File: src/rtl/prio_encoder_n_pkg.sv
// prio_encoder_n_pkg: default request width and index-width helper for prio_encoder_n
package prio_encoder_n_pkg;
  localparam int N_DEF = 8;
  function automatic int idx_w(input int n);
    return (n < 2) ? 1 : $clog2(n);
  endfunction
endpackage

File: src/rtl/prio_encoder_n_core.sv
// prio_encoder_n_core: find-first set bit searching start, start-1, ..., 0, N-1, ..., start+1
module prio_encoder_n_core
  import prio_encoder_n_pkg::*;
#(
  parameter int N = N_DEF,
  localparam int W = idx_w(N)
) (
  input  logic [N-1:0] in,
  input  logic [W-1:0] start,
  output logic [W-1:0] idx,
  output logic         any
);
  always_comb begin
    idx = '0;
    any = 1'b0;
    // Walk from lowest to highest priority so the last hit wins.
    for (int i = N - 1; i >= 0; i--) begin
      if (in[(int'(start) + N - i) % N]) begin
        idx = W'((int'(start) + N - i) % N);
        any = 1'b1;
      end
    end
  end
endmodule

File: src/rtl/prio_encoder_n.sv
// prio_encoder_n: registered priority encoder with valid/ready; PRIO_ENCODER_N_RR_EN selects round-robin priority
module prio_encoder_n
  import prio_encoder_n_pkg::*;
#(
  parameter int N = N_DEF,
  localparam int W = idx_w(N)
) (
  input  logic         clk,
  input  logic         rst,
  input  logic         en,
  input  logic [N-1:0] in,
  input  logic         in_valid,
  output logic         in_ready,
  output logic [W-1:0] out,
  output logic         out_any,
  output logic         out_valid,
  input  logic         out_ready
);
  logic [W-1:0] start, idx;
  logic         hit, acc;
  assign in_ready = !out_valid || out_ready;
  assign acc      = in_valid && in_ready;
`ifdef PRIO_ENCODER_N_RR_EN
  logic [W-1:0] ptr;
  assign start = ptr;
  always_ff @(posedge clk) begin
    if (rst) ptr <= W'(N - 1);
    else if (acc && en && hit) ptr <= (idx == '0) ? W'(N - 1) : idx - 1'b1;
  end
`else
  assign start = W'(N - 1);
`endif
  prio_encoder_n_core #(.N(N)) u_core (.in(in), .start(start), .idx(idx), .any(hit));
  always_ff @(posedge clk) begin
    if (rst) begin
      out_valid <= 1'b0;
      out       <= '0;
      out_any   <= 1'b0;
    end else if (acc) begin
      out_valid <= 1'b1;
      out       <= (en && hit) ? idx : '0;
      out_any   <= en && hit;
    end else if (out_ready) begin
      out_valid <= 1'b0;
    end
  end
endmodule

File: config.mk
export PLATFORM = sky130hd
export DESIGN_NAME = prio_encoder_n
export DESIGN_NICKNAME = d
export VERILOG_FILES = /design/src/rtl/prio_encoder_n_pkg.sv /design/src/rtl/prio_encoder_n_core.sv /design/src/rtl/prio_encoder_n.sv
export SDC_FILE = /design/constraint.sdc
export NUM_CORES = 1
export LEC_CHECK = 0
export CORE_AREA = 2 2 39 41
export CTS_CLUSTER_DIAMETER = 120
export DETAILED_ROUTE_END_ITERATION = 6
export DIE_AREA = 0 0 41 43
export PLACE_DENSITY = 0.5
export SYNTH_ARGS = -nofsm -noshare
export SYNTH_HDL_FRONTEND = slang
export SYNTH_SLANG_ARGS = --single-unit
File: constraint.sdc
create_clock -name clk -period 3.1 [get_ports clk]
set_input_delay 0.775 -clock clk [delete_from_list [all_inputs] [get_ports clk]]
set_output_delay 0.775 -clock clk [all_outputs]
set_load 0.02 [all_outputs]
==> results_dict.tcl, run 1 <==
set metrics [dict create \
    cts-resized-gates 0 \
    io_buffers 18 \
    drive_gt1_share_pct 11.1 \
    p_leak_uw 0.000180 \
    clock-sinks 5 \
    hold_path_end "out[2]" \
    root_buffer "clkbuf_4" \
    fillCellCount 162 \
    arrival_ps 1930 \
    finalCritPeriodShare_pct 87.4 \
    dp_hpwl_um 534 \
    via_count 296 \
    post_cts_buffers 0 \
    via_per_inst 4.23 \
    crit_path_max_fanout 2 \
    crit_required_ps 2320 \
    grt_pass1_wl_um 1060 \
    dieHeight_um 43 \
    routed_wl_um 688 \
    tritoncts "done" \
    grt_use_total_pct 9.23 \
    seq_area_frac_synth_pct 40.6 \
    synthCells 31 \
    drt-initial-drc-count 4 \
    ant_nets 0 \
    syn2layout_area_growth_pct 94.9 \
    rr_endpoint "out[0]" \
    core_sq_um 1380 \
    multiInputGateArea_sq_um 139 \
    outcome "finished, final reports clean" \
    p_per_area_nw_per_um2 395 \
    syn_nets 44 \
    r2r_slack_ps 2090 \
    synth.distinct_cells 14 \
    yosysWarnings 0 \
    drt_pass1_iterations 5 \
    fin_nets 68 \
    slew-limit-headroom_pct 84.3 \
    final_cell_mix "clkdlybuf4s50_1, a21oi_1, nand2_1, dfxtp_1" \
    final_common_cell "clkdlybuf4s50_1" \
    netlist_area_sq_um 246 \
    pre_cts_slack_ps 397 \
    r2r-start "out_valid" \
    rsz0062_at_grt "false" \
    cts.htree.levels 1 \
    clock_latency_ps 240 \
    critPathLaunchType "input port" \
    fin_crit_ps 2710 \
    drv_slew 0 \
    cts_buffers 3 \
    hold_path_depth 2 \
    worst-r2r-cell-count 5 \
    drc 0 \
    peakVddDrop_uv 237 \
    crit_path_start "out_ready" \
    final_util_pct 34.7 \
    tns_ps 0 \
    min-delay-start "out[2]" \
    finalPower_uw 190 \
    hp-class "register to register" \
    rows 14 \
    fin_ws_ps 390 \
    syn_area_per_cell_sq_um 7.95 \
    initial_core_util_pct 17.8 \
    grt_pass1_vias 280 \
    worstSetupPathType "input port to primary output" \
    worstSetupEndpointType "primary output" \
    synth_seq_cells 5 \
    setup_violations 0 \
    wl_per_cell_um 9.83 \
    hold_violations 0 \
    fin_skew_ps 4.25 \
    dieArea_sq_um 1760 \
    antenna_cells_inserted 0 \
    grt_max_degree 6 \
    die_x_um 41 \
    tightest_slew_ps 234 \
    cts.clk_slew.worst_paths_ps 40 \
    clockBufferDepth 2 \
    globalplace.congestion 0.592 \
    antenna_found_initial 0 \
    grt-ovfl-total 0 \
    ios 19 \
    ctsHoldBuffers 0 \
    ff_latch_area_sq_um 100 \
    max-cap-violations 0 \
    max_freq_mhz 369 \
]
-- per-layer routing --
layer | vias to the layer above | track usage, % | routed length [um]
li1 | 157 | - | -
met1 | 126 | 11.9 | 345
met2 | 13 | 11.6 | 285
met3 | 0 | 1.57 | 57
met4 | 0 | 10.0 | 0
met5 | - | 0 | 0
-- power breakdown --
| group | switching (uW) | total, uW | internal [uW] |
|---|---|---|---|
| combinational | 19.0 | 45.7 | 26.7 |
| clock | 25.6 | 74.1 | 48.6 |
| sequential | 1.79 | 70.2 | 68.4 |
| total | 46.3 | 190 | 144 |
-- area by class of cell --
type	count	area share, %
clock buffer	4	5.47
tap	16	4.17
sequential	5	20.8
inverter	2	1.56
multi-input combinational	24	28.9
timing repair buffer	19	39.1
-- worst max-delay path by stage --
stage | end
after floorplan | in_ready
after global placement | in_ready
after detailed placement | in_ready
after CTS | in_ready
after global routing | in_ready
final | in_ready
-- sequential cells by signal, summed over array words and instances, names as in the netlist --
name and flops:
out_any 1, out_valid 1, out 3
-- cells in the mapped netlist --
cell type  n  share of area (%)
dfxtp_1    5                 41
o2111ai_2  1                6.1
o21ai_0    1                2.0
a21o_1     1                3.0
nand4_1    2                5.1
nand2_1    5                7.6
a21oi_1    6                 12
nor2b_1    1                2.5
inv_1      2                3.0
or4_4      1                4.6
or4_1      1                3.0
o31ai_1    1                3.0
nand2b_1   1                2.5
nor2_1     3                4.6
-- metrics by stage --
step / cells / hold slack, ps / instance area [sq um]
finish: 70 / 455 / 480
global route: 70 / 465 / 480
CTS: 70 / 457 / 480
detailed placement: 66 / 446 / 454
global placement: 66 / 449 / 454
floorplan: 31 / 523 / 246
-- kinds of logic (layout without fill, tap and decap cells) --
logic type             after synthesis  count (layout)  synth area share (%)
and+or+nand+nor                     14              14                  30.0
buffers and inverters                2              25                  3.05
AOI/OAI and AO/OA                   10              10                  26.4
DFF                                  5               5                  40.6
-- critical path: stages --
cell             delay [ps]
clkdlybuf4s50_1         450
nand2b_1                110
clkdlybuf4s50_1         600
Power figures use the tool's default switching activity.
==> run 2, diff against run 1 <==
- SLEW_MARGIN: unset -> 30
==> results of run 2 <==
Final layout, timing and power as in run 1 (identical DEF).
